[config.mk]
export PLATFORM = sky130hd
export DESIGN_NAME = memory_arbiter_rr_flat
export DESIGN_NICKNAME = d
export VERILOG_FILES = /design/src/rtl/memory_arbiter_rr_if.sv /design/src/rtl/memory_arbiter_rr.sv /design/src/flat_wrapper.sv
export SDC_FILE = /design/constraint.sdc
export NUM_CORES = 1
export LEC_CHECK = 0
export ABC_CLOCK_PERIOD_IN_PS = 3730
export CORE_AREA = 2 2 169 171
export CTS_CLUSTER_SIZE = 40
export DETAILED_ROUTE_END_ITERATION = 10
export DIE_AREA = 0 0 171 173
export SYNTH_ARGS = -nofsm -noshare
export SYNTH_HDL_FRONTEND = slang
export SYNTH_SLANG_ARGS = --single-unit
[constraint.sdc]
create_clock -name CLK -period 3.73 [get_ports CLK]
set_input_delay 0.373 -clock CLK [delete_from_list [all_inputs] [get_ports CLK]]
set_output_delay 0.373 -clock CLK [all_outputs]
set_load 0.1 [all_outputs]
[src/rtl/memory_arbiter_rr_if.sv]
// rtl/memory_arbiter_rr_if.sv - cache-side and RAM-side bus bundle for memory_arbiter_rr
// Per-core vectors are packed with core c at [c*W +: W].
interface memory_arbiter_rr_if #(
  parameter int CPUS   = 2,
  parameter int ADDR_W = 32,
  parameter int WORD_W = 32
);
  logic [CPUS-1:0]        iREN;
  logic [CPUS-1:0]        dREN;
  logic [CPUS-1:0]        dWEN;
  logic [CPUS*ADDR_W-1:0] iaddr;
  logic [CPUS*ADDR_W-1:0] daddr;
  logic [CPUS*WORD_W-1:0] dstore;
  logic [CPUS-1:0]        iwait;
  logic [CPUS-1:0]        dwait;
  logic [CPUS*WORD_W-1:0] iload;
  logic [CPUS*WORD_W-1:0] dload;
  logic [1:0]             ramstate;
  logic [WORD_W-1:0]      ramload;
  logic [ADDR_W-1:0]      ramaddr;
  logic [WORD_W-1:0]      ramstore;
  logic                   ramREN;
  logic                   ramWEN;

  // Arbiter view: masters the RAM port, serves the caches.
  modport master (
    input  iREN, dREN, dWEN, iaddr, daddr, dstore, ramstate, ramload,
    output iwait, dwait, iload, dload, ramaddr, ramstore, ramREN, ramWEN
  );

  // Environment view: caches plus RAM model.
  modport slave (
    output iREN, dREN, dWEN, iaddr, daddr, dstore, ramstate, ramload,
    input  iwait, dwait, iload, dload, ramaddr, ramstore, ramREN, ramWEN
  );
endinterface

[src/rtl/memory_arbiter_rr.sv]
// rtl/memory_arbiter_rr.sv - round-robin arbiter of per-core I/D cache requests onto one RAM port
// Optional feature macro: MEMARB_STATS_EN adds the grant_cnt port with saturating per-core
// completion counters; when undefined the port and counters are absent.
// ramstate encoding: 0 FREE, 1 BUSY, 2 ACCESS, 3 ERROR.
module memory_arbiter_rr #(
  parameter int CPUS   = 2,
  parameter int ADDR_W = 32,
  parameter int WORD_W = 32,
  parameter int CNT_W  = 16
) (
  input  logic                   CLK,
  input  logic                   nRST,
  memory_arbiter_rr_if.master    bus
`ifdef MEMARB_STATS_EN
  ,
  output logic [CPUS*CNT_W-1:0]  grant_cnt
`endif
);

  localparam int PTR_W = (CPUS > 1) ? $clog2(CPUS) : 1;

  localparam logic [1:0] RAM_ACCESS = 2'd2;

  typedef enum logic {
    IDLE  = 1'b0,
    GRANT = 1'b1
  } state_t;

  state_t           state;
  logic [PTR_W-1:0] rr_ptr;
  logic [PTR_W-1:0] g_core;
  logic             g_data;
  logic             g_write;

  logic [CPUS-1:0]  d_act;
  logic [CPUS-1:0]  i_act;
  logic [CPUS-1:0]  cls_act;
  logic             any_d;
  logic             any_i;
  logic [PTR_W-1:0] win_core;
  logic             win_found;
  int               sel_idx;
  logic [PTR_W-1:0] next_ptr;
  logic             g_active;
  logic             completing;

  // Requester activity: a data requester is active on either read or write enable.
  always_comb begin
    d_act = bus.dREN | bus.dWEN;
    i_act = bus.iREN;
    any_d = |d_act;
    any_i = |i_act;
  end

  // Winner search: data class beats instruction class; within the class, first active
  // core at or above the round-robin pointer, wrapping past CPUS-1 back to 0.
  always_comb begin
    cls_act   = any_d ? d_act : i_act;
    win_core  = '0;
    win_found = 1'b0;
    sel_idx   = 0;
    for (int k = 0; k < CPUS; k++) begin
      sel_idx = int'(rr_ptr) + k;
      if (sel_idx >= CPUS) begin
        sel_idx = sel_idx - CPUS;
      end
      if (!win_found && cls_act[sel_idx]) begin
        win_found = 1'b1;
        win_core  = PTR_W'(sel_idx);
      end
    end
  end

  // Granted requester still holding its enable, and whether this cycle finishes its access.
  always_comb begin
    g_active   = g_data ? d_act[g_core] : i_act[g_core];
    completing = (state == GRANT) && g_active && (bus.ramstate == RAM_ACCESS);
    next_ptr   = (int'(g_core) == CPUS - 1) ? '0 : g_core + PTR_W'(1);
  end

  // Arbitration FSM: latch the winner in IDLE, hold it in GRANT until ACCESS or abort.
  always_ff @(posedge CLK or negedge nRST) begin
    if (!nRST) begin
      state   <= IDLE;
      rr_ptr  <= '0;
      g_core  <= '0;
      g_data  <= 1'b0;
      g_write <= 1'b0;
    end else begin
      case (state)
        IDLE: begin
          if (any_d || any_i) begin
            g_core  <= win_core;
            g_data  <= any_d;
            g_write <= any_d & bus.dWEN[win_core];
            state   <= GRANT;
          end
        end
        GRANT: begin
          if (!g_active) begin
            // Requester withdrew: drop the grant, leave fairness pointer alone.
            state <= IDLE;
          end else if (bus.ramstate == RAM_ACCESS) begin
            rr_ptr <= next_ptr;
            state  <= IDLE;
          end
        end
        default: state <= IDLE;
      endcase
    end
  end

  // RAM port and wait lines follow the granted requester's live address/data; the wait of
  // that requester drops only in the ACCESS cycle, every other wait stays high.
  always_comb begin
    bus.iwait    = '1;
    bus.dwait    = '1;
    bus.ramaddr  = '0;
    bus.ramstore = '0;
    bus.ramREN   = 1'b0;
    bus.ramWEN   = 1'b0;
    if (state == GRANT && g_active) begin
      if (g_data) begin
        bus.ramaddr  = bus.daddr[int'(g_core)*ADDR_W +: ADDR_W];
        bus.ramstore = bus.dstore[int'(g_core)*WORD_W +: WORD_W];
      end else begin
        bus.ramaddr  = bus.iaddr[int'(g_core)*ADDR_W +: ADDR_W];
      end
      bus.ramWEN = g_data & g_write;
      bus.ramREN = ~(g_data & g_write);
      if (bus.ramstate == RAM_ACCESS) begin
        if (g_data) begin
          bus.dwait[g_core] = 1'b0;
        end else begin
          bus.iwait[g_core] = 1'b0;
        end
      end
    end
  end

  // Read data is broadcast; each core qualifies it with its own wait line.
  always_comb begin
    bus.iload = {CPUS{bus.ramload}};
    bus.dload = {CPUS{bus.ramload}};
  end

`ifdef MEMARB_STATS_EN
  logic [CNT_W-1:0] cnt_q [CPUS];

  // Per-core completion counters; stick at all-ones instead of wrapping.
  always_ff @(posedge CLK or negedge nRST) begin
    if (!nRST) begin
      for (int c = 0; c < CPUS; c++) begin
        cnt_q[c] <= '0;
      end
    end else if (completing && (cnt_q[g_core] != {CNT_W{1'b1}})) begin
      cnt_q[g_core] <= cnt_q[g_core] + CNT_W'(1);
    end
  end

  // Flatten counters onto the packed output, core c at [c*CNT_W +: CNT_W].
  always_comb begin
    grant_cnt = '0;
    for (int c = 0; c < CPUS; c++) begin
      grant_cnt[c*CNT_W +: CNT_W] = cnt_q[c];
    end
  end
`else
  logic unused_stats;
  assign unused_stats = (CNT_W > 0) & completing;
`endif

endmodule

[src/flat_wrapper.sv]
// flat-port wrapper written by rule: the top's interface ports become plain ports
module memory_arbiter_rr_flat 
#(
  parameter int CPUS   = 2,
  parameter int ADDR_W = 32,
  parameter int WORD_W = 32,
  parameter int CNT_W  = 16
)
  (CLK, nRST, bus_iREN, bus_dREN, bus_dWEN, bus_iaddr, bus_daddr, bus_dstore, bus_ramstate, bus_ramload, bus_iwait, bus_dwait, bus_iload, bus_dload, bus_ramaddr, bus_ramstore, bus_ramREN, bus_ramWEN);
  memory_arbiter_rr_if #(.CPUS(CPUS), .ADDR_W(ADDR_W), .WORD_W(WORD_W)) bus_i ();
  input  logic CLK;
  input  logic nRST;
  input wire logic [$bits(bus_i.iREN)-1:0] bus_iREN;
  input wire logic [$bits(bus_i.dREN)-1:0] bus_dREN;
  input wire logic [$bits(bus_i.dWEN)-1:0] bus_dWEN;
  input wire logic [$bits(bus_i.iaddr)-1:0] bus_iaddr;
  input wire logic [$bits(bus_i.daddr)-1:0] bus_daddr;
  input wire logic [$bits(bus_i.dstore)-1:0] bus_dstore;
  input wire logic [$bits(bus_i.ramstate)-1:0] bus_ramstate;
  input wire logic [$bits(bus_i.ramload)-1:0] bus_ramload;
  output wire logic [$bits(bus_i.iwait)-1:0] bus_iwait;
  output wire logic [$bits(bus_i.dwait)-1:0] bus_dwait;
  output wire logic [$bits(bus_i.iload)-1:0] bus_iload;
  output wire logic [$bits(bus_i.dload)-1:0] bus_dload;
  output wire logic [$bits(bus_i.ramaddr)-1:0] bus_ramaddr;
  output wire logic [$bits(bus_i.ramstore)-1:0] bus_ramstore;
  output wire logic [$bits(bus_i.ramREN)-1:0] bus_ramREN;
  output wire logic [$bits(bus_i.ramWEN)-1:0] bus_ramWEN;
  assign bus_i.iREN = bus_iREN;
  assign bus_i.dREN = bus_dREN;
  assign bus_i.dWEN = bus_dWEN;
  assign bus_i.iaddr = bus_iaddr;
  assign bus_i.daddr = bus_daddr;
  assign bus_i.dstore = bus_dstore;
  assign bus_i.ramstate = bus_ramstate;
  assign bus_i.ramload = bus_ramload;
  assign bus_iwait = bus_i.iwait;
  assign bus_dwait = bus_i.dwait;
  assign bus_iload = bus_i.iload;
  assign bus_dload = bus_i.dload;
  assign bus_ramaddr = bus_i.ramaddr;
  assign bus_ramstore = bus_i.ramstore;
  assign bus_ramREN = bus_i.ramREN;
  assign bus_ramWEN = bus_i.ramWEN;
  memory_arbiter_rr #(.CPUS(CPUS), .ADDR_W(ADDR_W), .WORD_W(WORD_W), .CNT_W(CNT_W)) u_core (.CLK(CLK), .nRST(nRST), .bus(bus_i));
endmodule
* After elaboration in Yosys (flattened, before gate mapping)
Index checks and enable logic that the tools add are counted. Widths: inputs -> output; s select.
Storage, ports and cells: memories 0, bits of input ports 234, word-level logic and storage cells 73, memory bits (writable) 0, bits in read-only memories 0, output and inout bits 198, flip-flop bits (word level) 5, bits in latches 0
Cells by class: add/sub/neg operators 4, divide/modulo/power cells 0, reductions and logical operators 9, order comparisons 7, mux-type cells 38, shift operators 3, $mul 0, bitwise logic cells 6, equality and inequality tests 1
Operators with widths (number):
- $mux 32 | 6
- $shiftx 64x7->32 | 3
- $lt 32x3->1 const B | 2
- $ge 32x3->1 const B | 1
- $sub 32x3->32 const B | 1
- $mux 1 | 23
- $mux 2 | 7
- $lt 1x2->1 const B | 2
- $reduce_or 2->1 | 2
- $logic_and 1x1->1 | 3
- $reduce_and 3->1 | 1
- $sub 1x2->3 const B | 1
- $add 1x1->2 const B | 1
- $and 1x1->1 | 2
- $eq 2x2->1 const B | 1
- $ge 1x2->1 const B | 1
- $not 1->1 | 2
- $not 2->2 | 1
- $or 2x2->2 | 1
- $pmux 1 s2 | 1
- $reduce_and 2->1 | 1
- $add 1x1->1 const B | 1
- $demux 1 s1 | 1
- $ge 1x1->1 const B | 1
- other kinds (2) | 2

* Longest topological paths before layout
Gate-level depths: netlist of the first run.
depth in word-level cells 13, mapped depth 6

* Least setup slack after synthesis of the first run
Ideal clock, no wire load.
path kind register to output, start reg u_core.g_core, end out bus_ramaddr[14], slack 0.988 ns, cell stages (with the launch flop) 7, data arrival time 2.369 ns, required time 3.357 ns, cells stage by stage dfrtp_1 -> buf_6 -> mux2i_1 -> nand2_1 -> o211ai_4 -> buf_6 -> nor2b_1
On the way: cells in the longest elaborated chain, start to end 5, elaborated cells on any way between the ends 10, those cells by class shift (2); mux (7); reduce/logical (1)
RTL lines:
- start: declaration | line memory_arbiter_rr.sv:31 | logic [PTR_W-1:0] g_core;
- start signal: assignment | line memory_arbiter_rr.sv:93 | g_core <= win_core;
- parallel branches: the longest is 4 deep, another holds $shiftx 64x7->32
- $mux 32 (*) | line memory_arbiter_rr.sv:122 | if (state == GRANT && g_active) begin
- end: declaration | line flat_wrapper.sv:25 | output wire logic [$bits(bus_i.ramaddr)-1:0] bus_ramaddr;
Mark *: on every way between the ends. The select of a mux whose other input is x is not followed.

* Worst setup path in the final report of the first run
start reg u_core.g_core, end out bus_ramaddr[27]
Same word-level chain as after synthesis.

==> results.json, run 1 <==
{
  "fillerInstances": 3097,
  "synth_area_sq_um": 2920,
  "die_w_um": 171,
  "ys_types": 30,
  "cts_made_buffers": 3,
  "clk_pin_slew_ns": 0.03,
  "start_util_pct": 10.57,
  "dieArea_sq_um": 29580,
  "io_buffer_count": 271,
  "postSynthCellCount": 317,
  "setup_viol": 0,
  "cp_data_required_time_ns": 3.36,
  "regArea_sq_um": 130.1,
  "finalWirelength_mm": 12.43,
  "clk_path_buf_depth": 2,
  "finClkSkew_ns": 0.0009395,
  "tightest_slew_ns": 0.5042,
  "via_count": 2747,
  "yosysSeqAreaShare_pct": 4.284,
  "ys_ff_latch": 5,
  "rsz0062_at_grt": "false",
  "end_kind": "output port",
  "hold_violations": 0,
  "avgSynthCellArea_sq_um": 9.212,
  "dr.pass1.iters": 4,
  "yosys_warnings": 0,
  "period_needed_ns": 2.679,
  "grt_overflow_total": 0,
  "slew_violations": 0,
  "core_sq_um": 27630,
  "gp_congestion": 0.7110,
  "die_h_um": 173,
  "worstSetupPathType": "reg -> out",
  "track_usage_pct": 7.535,
  "fin_ws_ns": 1.051,
  "num_io_pins": 432,
  "yosys.area.top_type_share_pct": 32.90,
  "synth_fp_nets": 551,
  "clk_latency_ns": 0.22,
  "cts.htree.levels": 1,
  "clkSinkCount": 5,
  "antenna_left": 0,
  "hold_buffers": 0,
  "synth_area_leader_cell": "buf_4",
  "antennaDiodeCount": 0,
  "viasPerCell": 3.318,
  "num_rows": 61,
  "r2r_slack_ns": 1.81,
  "grt_pass1_wl_mm": 16.73,
  "grt_max_degree": 38,
  "status": "finished clean",
  "wl_per_cell_um": 15.01,
  "postCtsResizedCells": 0,
  "hpwl_mm": 10.70,
  "post-place-ws_ns": 1.095,
  "arrival_ns": 2.31,
  "relSlewSlack_pct": 66.38,
  "cts-root-buf": "clkbuf_16",
  "syn_to_final_growth_pct": 73.22,
  "cts_tree": "done",
  "antenna_found_initial": 0,
  "cts_setup_buffers": 0,
  "fin_tns_setup_ns": 0,
  "leakage_nw": 1.947,
  "fmax_mhz": 373.3,
  "drive_above_1_share_pct": 26.89,
  "finalCritPeriodShare_pct": 71.83,
  "whs_ns": 0.3821,
  "irDropWorstVdd_mv": 0.5831,
  "power_density_nw_per_um2": 994.1,
  "drtIter0Drc": 24,
  "grt_pass1_vias": 2802,
  "cp_max_fo": 33,
  "startpoint_type": "register",
  "drcViolationCount": 0,
  "multi_input_area_sq_um": 1653,
  "nets": 685,
  "hp-class": "in -> async",
  "synth.area.top_cells": "buf_4 33%, mux4_2 24%, mux2i_1 12%, nor2b_1 6.6%, nor2_1 4.8%",
  "cap_violations": 0
}
cell usage in the layout (no fill, tap or decap):
| cell type | synthesis | routed |
|---|---|---|
| nor3b_1 | 1 | 1 |
| clkbuf_1 | 0 | 1 |
| buf_12 | 0 | 11 |
| inv_1 | 3 | 3 |
| o22ai_1 | 1 | 1 |
| a21oi_1 | 2 | 2 |
| nor4_2 | 1 | 1 |
| o21bai_2 | 1 | 1 |
| dfrtp_1 | 5 | 3 |
| nand3b_1 | 2 | 2 |
| nand3_1 | 2 | 2 |
| a31oi_1 | 1 | 1 |
| a211o_1 | 1 | 1 |
| nor2b_4 | 3 | 3 |
| dfrtp_4 | 0 | 1 |
| nand2_1 | 3 | 3 |
| o32ai_1 | 1 | 1 |
| nor2b_1 | 31 | 31 |
| nor2_1 | 37 | 37 |
| o2111a_1 | 1 | 1 |
| mux2i_1 | 34 | 34 |
| mux4_2 | 31 | 31 |
| mux2_2 | 1 | 1 |
| a22oi_1 | 1 | 1 |
| a21oi_4 | 1 | 1 |
| dfrtp_2 | 0 | 1 |
| clkdlybuf4s50_1 | 0 | 201 |
| nand3_2 | 1 | 1 |
| buf_4 | 128 | 64 |
| o211ai_4 | 1 | 1 |
| and3_1 | 2 | 2 |
| nor3_4 | 1 | 1 |
| clkbuf_16 | 0 | 3 |
| mux4_1 | 1 | 1 |
Yosys cell counts:
| cell | instances |
|---|---|
| nor2b_4 | 3 |
| o2111a_1 | 1 |
| nand3_2 | 1 |
| nand3_1 | 2 |
| o32ai_1 | 1 |
| a22oi_1 | 1 |
| o22ai_1 | 1 |
| o211ai_4 | 1 |
| buf_4 | 128 |
| a21oi_4 | 1 |
| nor2_1 | 37 |
| nor4_2 | 1 |
| inv_1 | 3 |
| a31oi_1 | 1 |
| nor3_4 | 1 |
| nand2_1 | 3 |
| nor2b_1 | 31 |
| nand3b_1 | 2 |
| nor3b_1 | 1 |
| mux2_2 | 1 |
| mux4_1 | 1 |
| and3_1 | 2 |
| a211o_1 | 1 |
| o21bai_2 | 1 |
| mux4_2 | 31 |
| dfrtp_1 | 5 |
| mux2i_1 | 34 |
| buf_2 | 7 |
| buf_6 | 12 |
| a21oi_1 | 2 |
path summary, 6_finish.rpt:
path                                              end  depth (start not counted)                       start
setup / recovery                      bus_ramaddr[27]                          6   u_core.g_core$_DFFE_PN0P_
hold / removal                 u_core.state$_DFF_PN0_                          1                        nRST
setup reg to reg               u_core.state$_DFF_PN0_                          5   u_core.g_core$_DFFE_PN0P_
hold reg to reg            u_core.g_write$_DFFE_PN0P_                          2  u_core.g_write$_DFFE_PN0P_
max in group asynchronous   u_core.g_core$_DFFE_PN0P_                          1                        nRST
min in group CLK           u_core.g_write$_DFFE_PN0P_                          2  u_core.g_write$_DFFE_PN0P_
routing by layer:
metal | vias to the layer above | share of wire [%] | global-route usage (%)
li1 | 1238 | - | -
met1 | 1233 | 33 | 7.439
met2 | 255 | 50 | 14.47
met3 | 21 | 15 | 2.976
met4 | 0 | 2.1 | 1.836
met5 | - | 0 | 0
report_power, final:
group / switching, mW / leakage [nW] / internal [mW]
clock network: 0.0334 / 0.0382 / 0.141
logic: 3.32 / 1.85 / 1.35
registers: 0.0994 / 0.0556 / 0.0864
total: 3.45 / 1.95 / 1.58
state kept, by name (all words and copies together) (netlist names):
register        flops
u_core.state        1
u_core.rr_ptr       1
u_core.g_core       1
u_core.g_write      1
u_core.g_data       1
layout make-up:
cell class	count	area share, %
timing repair buffer	276	53.62
multi-input combinational	162	32.67
tap	378	9.350
sequential	5	2.572
clock buffer	4	1.558
inverter	3	0.2226
per-stage QoR:
step	instances	area (sq um)	util, %	power (mW)
after floorplan	317	2920	-	4.493
after global placement	824	4980	18.02	4.928
after detailed placement	824	4980	18.02	4.925
after CTS	828	5059	18.31	5.117
after global routing	828	5059	18.31	5.249
final	828	5059	18.31	5.029
cells by family after synthesis:
family	Yosys count	synth area share, %
mux	67	36.85
simple gates	84	16.07
buf+inv	150	39.12
compound gates	11	3.685
flops	5	4.284
critical path, stage by stage (launching register included):
cell and delay (ns):
dfrtp_4 0.73, mux2i_1 0.29, nand2_1 0.14, o211ai_4 0.11
buf_4 0.40, nor2b_1 0.11, buf_4 0.25
No activity file was read; power rests on OpenSTA's default activity.
==> run 2: changes to the inputs <==
Settings changed: ABC_CLOCK_PERIOD_IN_PS 3730 to 2700, CORE_AREA 2 2 169 171 to 2 2 165 167, DIE_AREA 0 0 171 173 to 0 0 167 169.
Clock period 3.73 ns to 2.7 ns, I/O delays scaled along.
==> run 2 against run 1 <==
Compared with the run above:
- first-iteration DRC count grew to 2.5 times the previous value
- total power is 65% higher
- sequential share of layout area is 0.32 points lower
- clock power is 41% higher
- register-to-register slack worse by 0.66 ns
- cell count is 4.2% lower
- routed wire length is 1.8% higher
- sequential power is 5% higher
- highest routed layer unchanged
==> results.json, run 2 (synthesis gave the netlist of run 1 again) <==
{
  "status": "finished clean",
  "cts_made_buffers": 3,
  "irDropWorstVdd_mv": 0.9008,
  "dr.pass1.iters": 4,
  "worstSetupPathType": "reg -> out",
  "start_util_pct": 11.02,
  "leakage_nw": 2.166,
  "grt_pass1_vias": 3050,
  "startpoint_type": "register",
  "num_io_pins": 432,
  "hpwl_mm": 11.07,
  "die_h_um": 169,
  "finClkSkew_ns": 0.003940,
  "cts-root-buf": "clkbuf_16",
  "final_cell_mix": "201 x clkdlybuf4s50_1, 72 x buf_12, 37 x nor2_1",
  "io_buffer_count": 271,
  "clk_path_buf_depth": 2,
  "switching_share_pct": 60.81,
  "dpl.cell_count": 788,
  "p_comb_share_pct": 94.7,
  "fin_tns_setup_ns": 0,
  "fin_ws_ns": 0.2826,
  "finalNonFillerCells": 793,
  "path_buf_inv": 4,
  "relSlewSlack_pct": 69.28,
  "dieArea_sq_um": 28220,
  "worst_path_max_delay_cell": "dfrtp_2",
  "drive_above_1_share_pct": 27.05,
  "place_area_sq_um": 5704,
  "drtIter0Drc": 60,
  "worstPathCellList": "buf_12, inv_1, nand2_1, o211ai_4, buf_12, nor2b_1, buf_12",
  "clk_pin_slew_ns": 0.04,
  "finalWirelength_mm": 12.66,
  "period_needed_ns": 2.417,
  "critPathTopFamily": "buffers and inverters",
  "track_usage_pct": 8.331,
  "die_w_um": 167,
  "cpMostUsedCell": "buf_12",
  "core_sq_um": 26500,
  "viasPerCell": 3.541,
  "clk_latency_ns": 0.23,
  "cp_max_fo": 35,
  "num_rows": 60,
  "syn_to_final_growth_pct": 98.11,
  "p_int_mw": 3.253,
  "end_kind": "output port",
  "grt_max_degree": 37,
  "grt_overflow_total": 0,
  "power_density_nw_per_um2": 1435,
  "final_common_cell": "clkdlybuf4s50_1",
  "nets": 686,
  "rsz0062_at_grt": "false",
  "cp_data_required_time_ns": 2.43,
  "slew_violations": 0,
  "cts_tree": "done",
  "hp-class": "in -> async",
  "cap_violations": 0,
  "stdcell_area_sq_um": 5786,
  "hold_violations": 0,
  "gp_congestion": 0.7472,
  "postCtsResizedCells": 0,
  "p_switching_mw": 5.049,
  "tightest_slew_ns": 0.4599,
  "antenna_left": 0,
  "post-place-ws_ns": 0.3863,
  "fmax_mhz": 413.7,
  "finalCritPeriodShare_pct": 89.53,
  "grt_pass1_wl_mm": 18.14,
  "cts_setup_buffers": 0,
  "r2r_slack_ns": 1.15,
  "via_count": 2808,
  "arrival_ns": 2.15,
  "p_seq_share_pct": 2.3,
  "pwr-share-clk_pct": 3.0,
  "drcViolationCount": 0,
  "antenna_found_initial": 1,
  "setup_viol": 0,
  "p_total_mw": 8.302,
  "wl_per_cell_um": 15.96,
  "hold_buffers": 0,
  "cts.htree.levels": 1,
  "clkSinkCount": 5,
  "crit_path_max_incr_delay_ns": 0.44
}
run 2: changes by cell type in the layout (fill, tap and decap cells not counted), sizes merged:
cell | before | now
diode | 0 | 1
buf | 75 | 76
run 2: final cells by class:
cell class | count | area (sq um)
antenna | 1 | 2.502
clock buffer | 4 | 78.83
fill | 2878 | 20710
inverter | 3 | 11.26
multi-input combinational | 162 | 1653
sequential | 5 | 130.1
tap | 341 | 426.7
timing repair buffer | 277 | 3483
run 2: metal layers:
metal  wire (um)  track usage [%]
met2        5982            14.55
met3        1790            3.671
met5           0                0
met4         283            2.324
met1        4602            9.188
run 2: power by group through the flow:
stage               clock network (mW)  registers [mW]  logic, mW
floorplan                            0           0.124       6.08
global placement                     0           0.201       7.96
detailed placement                   0           0.200       7.95
CTS                              0.251           0.199       7.98
global route                     0.260           0.207       8.16
finish                           0.247           0.195       7.86
run 2: worst paths after layout:
| path | from | end | cells past startpoint |
|---|---|---|---|
| max reg2reg | u_core.g_data$_DFFE_PN0P_ | u_core.rr_ptr$_DFFE_PN0P_ | 5 |
| min reg2reg | u_core.rr_ptr$_DFFE_PN0P_ | u_core.rr_ptr$_DFFE_PN0P_ | 2 |
| min in group CLK | bus_ramload[28] | bus_dload[60] | 0 |
| max | u_core.g_data$_DFFE_PN0P_ | bus_ramaddr[22] | 7 |
| min | nRST | u_core.g_core$_DFFE_PN0P_ | 1 |
| max in group asynchronous | nRST | u_core.g_core$_DFFE_PN0P_ | 1 |
run 2: per-stage QoR:
| step | utilization [%] | hold WS, ns |
|---|---|---|
| floorplan | - | -0.02559 |
| global placement | 21.53 | 0.5192 |
| detailed placement | 21.53 | 0.5260 |
| CTS | 21.82 | 0.2842 |
| global route | 21.82 | 0.3012 |
| finish | 21.83 | 0.2833 |
==> run 3: changes to the inputs <==
Settings changed: SLEW_MARGIN from default to 5.
==> results of run 3 <==
The final DEF is identical to that of run 2; final timing and power are the same.
